[src/rtl/reorder_pkg.sv]
// Shared types and the even/odd split index used by the line reorder buffer
// and the DWT address generators.
package reorder_pkg;

   typedef enum logic {
      MODE_RASTER = 1'b0,
      MODE_SPLIT  = 1'b1
   } mode_t;

   typedef enum logic {
      BANK_EMPTY = 1'b0,
      BANK_FULL  = 1'b1
   } bank_state_t;

   // Sample index to fetch for output position rcnt: identity in raster mode,
   // even samples first then odd samples in split mode.
   function automatic int unsigned idx(input mode_t       mode,
                                       input int unsigned rcnt,
                                       input int unsigned line_len);
      int unsigned half;
      half = line_len / 2;
      if (mode == MODE_SPLIT) begin
         if (rcnt < half) return 2 * rcnt;
         return 2 * (rcnt - half) + 1;
      end
      return rcnt;
   endfunction

endpackage

[src/rtl/Bram.sv]
// Simple dual-port RAM: port A write-only, port B registered read-only.
//  clk            single clock
//  ena/wea        port A enable / write enable (write when both high)
//  addra/dina     port A address / write data
//  enb            port B read enable; doutb updates only when high
//  addrb/doutb    port B address / registered read data
module Bram #(
   parameter int unsigned DataWidth = 16,
   parameter int unsigned Size      = 128,
   parameter int unsigned AddrW     = $clog2(Size)
) (
   input  logic                 clk,
   input  logic                 ena,
   input  logic                 wea,
   input  logic [AddrW-1:0]     addra,
   input  logic [DataWidth-1:0] dina,
   input  logic                 enb,
   input  logic [AddrW-1:0]     addrb,
   output logic [DataWidth-1:0] doutb
);

   logic [DataWidth-1:0] mem [Size];

   // Port A write
   always_ff @(posedge clk) begin
      if (ena && wea) mem[addra] <= dina;
   end

   // Port B registered read, held while disabled
   always_ff @(posedge clk) begin
      if (enb) doutb <= mem[addrb];
   end

endmodule

[src/rtl/bram_pingpong_reorder.sv]
// Ping-pong line reorder buffer: one bank fills in raster order while the
// other drains in raster or even/odd-split order, 1 sample/clk sustained.
//  clk, rst_n           clock, async active-low reset
//  mode                 0 raster, 1 split; captured on the first sample of a line
//  in_valid/in_ready    input handshake; in_ready = write bank empty
//  in_data, in_last     input sample and producer end-of-line marker
//  out_valid/out_ready  output handshake
//  out_data, out_last   output sample, last marker on final sample of a line
//  err_len              sticky: in_last disagreed with the sample count
module bram_pingpong_reorder
   import reorder_pkg::*;
#(
   parameter int unsigned DataWidth  = 16,
   parameter int unsigned LineLength = 64
) (
   input  logic                 clk,
   input  logic                 rst_n,
   input  logic                 mode,
   input  logic                 in_valid,
   output logic                 in_ready,
   input  logic [DataWidth-1:0] in_data,
   input  logic                 in_last,
   output logic                 out_valid,
   input  logic                 out_ready,
   output logic [DataWidth-1:0] out_data,
   output logic                 out_last,
   output logic                 err_len
);

   localparam int unsigned CntW    = $clog2(LineLength);
   localparam int unsigned AddrW   = $clog2(2 * LineLength);
   localparam int unsigned LastCnt = LineLength - 1;

   bank_state_t [1:0] bank_q, bank_d;
   mode_t       [1:0] bank_mode_q, bank_mode_d;
   logic [CntW-1:0]   wcnt_q, wcnt_d, rcnt_q, rcnt_d;
   logic [AddrW-1:0]  rd_addr_q, rd_addr_d;
   logic              wr_sel_q, wr_sel_d, rd_sel_q, rd_sel_d;
   logic              in_ready_q, in_ready_d;
   logic              iss_valid_q, iss_valid_d, iss_last_q, iss_last_d;
   logic              out_valid_q, out_valid_d, out_last_q, out_last_d;
   logic              err_len_q, err_len_d;

   logic              wr_fire, wr_at_end, advance, rd_issue, rd_at_end;
   logic [AddrW-1:0]  wr_addr;

   // Write side, read issue, output stage and bank bookkeeping
   always_comb begin
      bank_d      = bank_q;
      bank_mode_d = bank_mode_q;
      wcnt_d      = wcnt_q;
      rcnt_d      = rcnt_q;
      rd_addr_d   = rd_addr_q;
      wr_sel_d    = wr_sel_q;
      rd_sel_d    = rd_sel_q;
      iss_valid_d = iss_valid_q;
      iss_last_d  = iss_last_q;
      out_valid_d = out_valid_q;
      out_last_d  = out_last_q;
      err_len_d   = err_len_q;

      wr_fire   = in_valid & in_ready_q;
      wr_at_end = (wcnt_q == CntW'(LastCnt));
      wr_addr   = AddrW'((wr_sel_q ? LineLength : 32'd0) + 32'(wcnt_q));

      if (wr_fire) begin
         if (wcnt_q == '0) bank_mode_d[wr_sel_q] = mode_t'(mode);
         if (in_last != wr_at_end) err_len_d = 1'b1;
         if (wr_at_end) begin
            wcnt_d           = '0;
            bank_d[wr_sel_q] = BANK_FULL;
            wr_sel_d         = ~wr_sel_q;
         end else begin
            wcnt_d = wcnt_q + CntW'(1);
         end
      end

      advance   = ~out_valid_q | out_ready;
      rd_issue  = advance & (bank_q[rd_sel_q] == BANK_FULL);
      rd_at_end = (rcnt_q == CntW'(LastCnt));

      // Issue stage holds the RAM address; the RAM read and output flags move together
      if (advance) begin
         out_valid_d = iss_valid_q;
         out_last_d  = iss_last_q;
         iss_valid_d = rd_issue;
         iss_last_d  = rd_issue & rd_at_end;
         if (rd_issue) begin
            rd_addr_d = AddrW'((rd_sel_q ? LineLength : 32'd0)
                               + idx(bank_mode_q[rd_sel_q], 32'(rcnt_q), LineLength));
            if (rd_at_end) begin
               rcnt_d           = '0;
               bank_d[rd_sel_q] = BANK_EMPTY;
               rd_sel_d         = ~rd_sel_q;
            end else begin
               rcnt_d = rcnt_q + CntW'(1);
            end
         end
      end

      in_ready_d = (bank_d[wr_sel_d] == BANK_EMPTY);
   end

   always_ff @(posedge clk or negedge rst_n) begin
      if (!rst_n) begin
         bank_q[0]      <= BANK_EMPTY;
         bank_q[1]      <= BANK_EMPTY;
         bank_mode_q[0] <= MODE_RASTER;
         bank_mode_q[1] <= MODE_RASTER;
         wcnt_q         <= '0;
         rcnt_q         <= '0;
         rd_addr_q      <= '0;
         wr_sel_q       <= 1'b0;
         rd_sel_q       <= 1'b0;
         in_ready_q     <= 1'b0;
         iss_valid_q    <= 1'b0;
         iss_last_q     <= 1'b0;
         out_valid_q    <= 1'b0;
         out_last_q     <= 1'b0;
         err_len_q      <= 1'b0;
      end else begin
         bank_q      <= bank_d;
         bank_mode_q <= bank_mode_d;
         wcnt_q      <= wcnt_d;
         rcnt_q      <= rcnt_d;
         rd_addr_q   <= rd_addr_d;
         wr_sel_q    <= wr_sel_d;
         rd_sel_q    <= rd_sel_d;
         in_ready_q  <= in_ready_d;
         iss_valid_q <= iss_valid_d;
         iss_last_q  <= iss_last_d;
         out_valid_q <= out_valid_d;
         out_last_q  <= out_last_d;
         err_len_q   <= err_len_d;
      end
   end

   Bram #(
      .DataWidth (DataWidth),
      .Size      (2 * LineLength)
   ) u_bram (
      .clk   (clk),
      .ena   (wr_fire),
      .wea   (wr_fire),
      .addra (wr_addr),
      .dina  (in_data),
      .enb   (advance),
      .addrb (rd_addr_q),
      .doutb (out_data)
   );

   assign in_ready  = in_ready_q;
   assign out_valid = out_valid_q;
   assign out_last  = out_last_q;
   assign err_len   = err_len_q;

endmodule

[config.mk]
export PLATFORM = sky130hd
export DESIGN_NAME = bram_pingpong_reorder
export DESIGN_NICKNAME = d
export VERILOG_FILES = /design/src/rtl/reorder_pkg.sv /design/src/rtl/Bram.sv /design/src/rtl/bram_pingpong_reorder.sv
export SDC_FILE = /design/constraint.sdc
export NUM_CORES = 2
export LEC_CHECK = 0
export ABC_AREA = 1
export BUFFER_PORTS_ARGS = -buffer_cell sky130_fd_sc_hd__buf_2
export CORE_MARGIN = 2
export CORE_UTILIZATION = 35
export CTS_BUF_LIST = sky130_fd_sc_hd__clkbuf_8
export CTS_CLUSTER_SIZE = 20
export DETAILED_ROUTE_END_ITERATION = 10
export PLACE_DENSITY = 0.53
export SLEW_MARGIN = 20
export SYNTH_ARGS = -nofsm -noshare
export SYNTH_HDL_FRONTEND = slang
export SYNTH_SLANG_ARGS = --single-unit
[constraint.sdc]
create_clock -name clk -period 2.9 [get_ports clk]
set_input_delay 0.29 -clock clk [delete_from_list [all_inputs] [get_ports clk]]
set_output_delay 0.29 -clock clk [all_outputs]
set_load 0.005 [all_outputs]
==> out/metrics.cfg <==
[global_route]
first_global_vias=54300
antenna_found_initial=3
grt_pass1_wl_mm=374
grt_overflow=0
grt_max_degree=129
grt_usage_pct=20.5

[placed_design]
dp.final_hpwl_mm=150
io_buffers=41
place_congestion=0.868

[floorplanning]
die_height_um=495
initial_utilization_pct=35.1
ios=42
die_x_um=495
rows=180
coreArea_um2=240000
die_area_um2=245000

[sta]
fin_skew_ns=0.117
worst_pin_slew_ns=0.918
hold_ws_ns=0.175
tns_ns=0
setup-violations-final=0
maxSlewViolCount=0
post-route-period-util_pct=99.3
layout_min_cycle_time_ns=2.88
maxSlewHeadroom_pct=38.8
clock.fmax_mhz=347
hold_viol_final=0
grt_setup_unrepaired=no

[drt]
drt_first_pass_iters=6
drc=0
via_per_inst=5.23
met3_length_mm=16.8
wl_per_cell_um=23.7
vias=56500
wirelength_mm=256
top_layer_used=met4
drt_iter0_drc=6012
ant_nets=0
met2_length_mm=119
wl_met1_mm=112

[synth]
yosysSeqAreaShare_pct=74.4
post_synth_fa_ha_maj_area_fraction_pct=0.0445
synth.mux.area_fraction_pct=0.0134
yosysWarnings=0
synth_compound_area_share_pct=0.254
ys_seq_elements=2095
syn-instance-count=6945
synth_area_per_cell_um2=12.1
synth_nets=6970
synth_xor_area_share_pct=0.0519
synth.distinct_cells=26
synth_area_um2=84300
yosys.area_share.simple_pct=22.1
synth_top_family_by_area=simple AND/OR/NAND/NOR gates

[pwr]
ir_worst_vdd_mv=0.438
power.leakage_uw=0.0346
powerDensity_nw_per_um2=594

[clocking]
postCtsSetupBuffers=0
cts_buffers=359
tritoncts=yes
clkTransAtPathRegs_ns=0.07
clock_latency_ns=1.08
ctsRootBufferMaster=clkbuf_8
ctsHtreeMaxLevel=5
cts_buffer_depth=4
cts_sinks=2095

[final_layout]
area_growth_syn_to_layout_pct=15.7
final_cell_mix=nand2_1 (2112), edfxtp_1 (2064), nand3_1 (2021)
multi_input_area_um2=19000
final_common_cell=nand2_1
final-seq-area_um2=62800
drive_gt1_share_pct=12.1
fin_util_pct=40.6
fillers=22600
nNetsFinal=7384

[critical_path]
worstPathMaxFanout=21
worst_path_max_delay_cell=dfrtp_4
end_kind=register
critical_path_arrival_ns=3.71
cp-start-kind=register
r2r_slack_ns=0.02
crit_type=register to register
slowest_delay_ns=0.60
cp_common_cell=nand3_1
worstPathCellList=inv_8 > buf_12 > buf_4 > buf_4 > nand3_1 > nand3_1 > nand3_1 > nand3_1 > nand3_1 > nand3_1 > nand2_1
required_ns=3.73

[flow_run]
cap_violations=0

[worst_hold_path]
hold_class=input pin to register

[outcome]
status=finished clean

==> cell usage after synthesis (all sizes together) <==
master | number | area share (%)
nand2 | 2112 | 9.4
edfxtp | 2064 | 73
nand3 | 2029 | 12
buf | 372 | 2.5
nor2 | 152 | 0.68
clkbuf | 89 | 0.40
inv | 42 | 0.19
dfrtp | 31 | 0.92
o21ai | 17 | 0.10
a21oi | 8 | 0.047
o22ai | 6 | 0.045
nor3 | 5 | 0.030
xor2 | 5 | 0.052
o211ai | 4 | 0.036
ha | 3 | 0.045
clkinv | 2 | 0.0089
a31oi | 1 | 0.0074
mux2 | 1 | 0.013
o21bai | 1 | 0.0089
o31ai | 1 | 0.0089
==> power breakdown <==
part	switching (µW)	internal, µW	leakage, µW
Clock	11700	12200	0.00366
Sequential	0.00000000000112	33300	0.0189
Combinational	620	103	0.0120
==> kinds of logic (layout without fill, tap and decap cells) <==
kind of cell / Yosys count / in the layout
AO/OA/AOI/OAI: 38 / 38
XOR/XNOR: 5 / 5
adder cells (fa/ha/maj): 3 / 3
buffers and inverters: 505 / 1173
flip-flops: 2095 / 2095
multiplexers: 1 / 1
other: 0 / 8
AND/OR/NAND/NOR: 4298 / 4298
==> stage by stage <==
| stage | total power [µW] | setup slack (ns) | area (µm²) | instances |
|---|---|---|---|---|
| global placement | 34600 | -0.0365 | 91000 | 10200 |
| global route | 59700 | 0.0153 | 97500 | 10800 |
| floorplan | 33900 | 0.363 | 84300 | 6945 |
| CTS | 58400 | 0.0121 | 97500 | 10800 |
| finish | 57900 | 0.0217 | 97600 | 10800 |
| detailed placement | 34600 | -0.0627 | 91000 | 10200 |
==> cell type report <==
type,instances,area share [%]
Clock inverter,248,1.18
Timing Repair Buffer,514,5.45
Sequential cell,2095,64.3
Antenna cell,8,0.0205
Multi-Input combinational cell,4345,19.5
Tap cell,3185,4.09
Inverter,44,0.214
Clock buffer,367,5.18
==> sequential cells by signal (all words and copies together) (netlist names), 2 cells and up <==
| register | cells |
|---|---|
| rd_addr_q | 7 |
| bank_mode_q | 2 |
| u_bram.mem | 2048 |
| wcnt_q | 6 |
| u_bram.doutb | 16 |
| rcnt_q | 6 |
| bank_q | 2 |
==> critical path: cells and delay by family, from the launching register on <==
family	cells	cell delay, ns
AND/OR/NAND/NOR	7	1.18
flip-flops	1	0.60
buffers and inverters	4	0.79
==> layer usage <==
layer / vias up / GRT usage [%]
met2: 2149 / 32.2
met5: - / 0
li1: 25700 / -
met3: 414 / 3.19
met4: 0 / 7.16
met1: 28200 / 29.0
==> timing repair <==
action / 4_1_cts / 5_1_grt
hold buffers: 25 / 0
setup endpoints to repair: 2 / 7
resized for setup: 2 / 7
hold endpoints to repair: 1345 / 0
==> path summary, 6_finish.rpt <==
| path | startpoint | to | cells past startpoint |
|---|---|---|---|
| worst min register to register | iss_valid_q | out_valid | 2 |
| worst max register to register | rd_addr_q[1] | u_bram.doutb[4] | 11 |
| worst min-delay path | in_data[6] | u_bram.mem[85][6] | 2 |
| max in group asynchronous | rst_n | rd_addr_q[3] | 4 |
| worst max-delay path | rd_addr_q[1] | u_bram.doutb[4] | 11 |
| min in group asynchronous | rst_n | err_len | 4 |
Note: power is estimated with default switching activity, not from simulation.
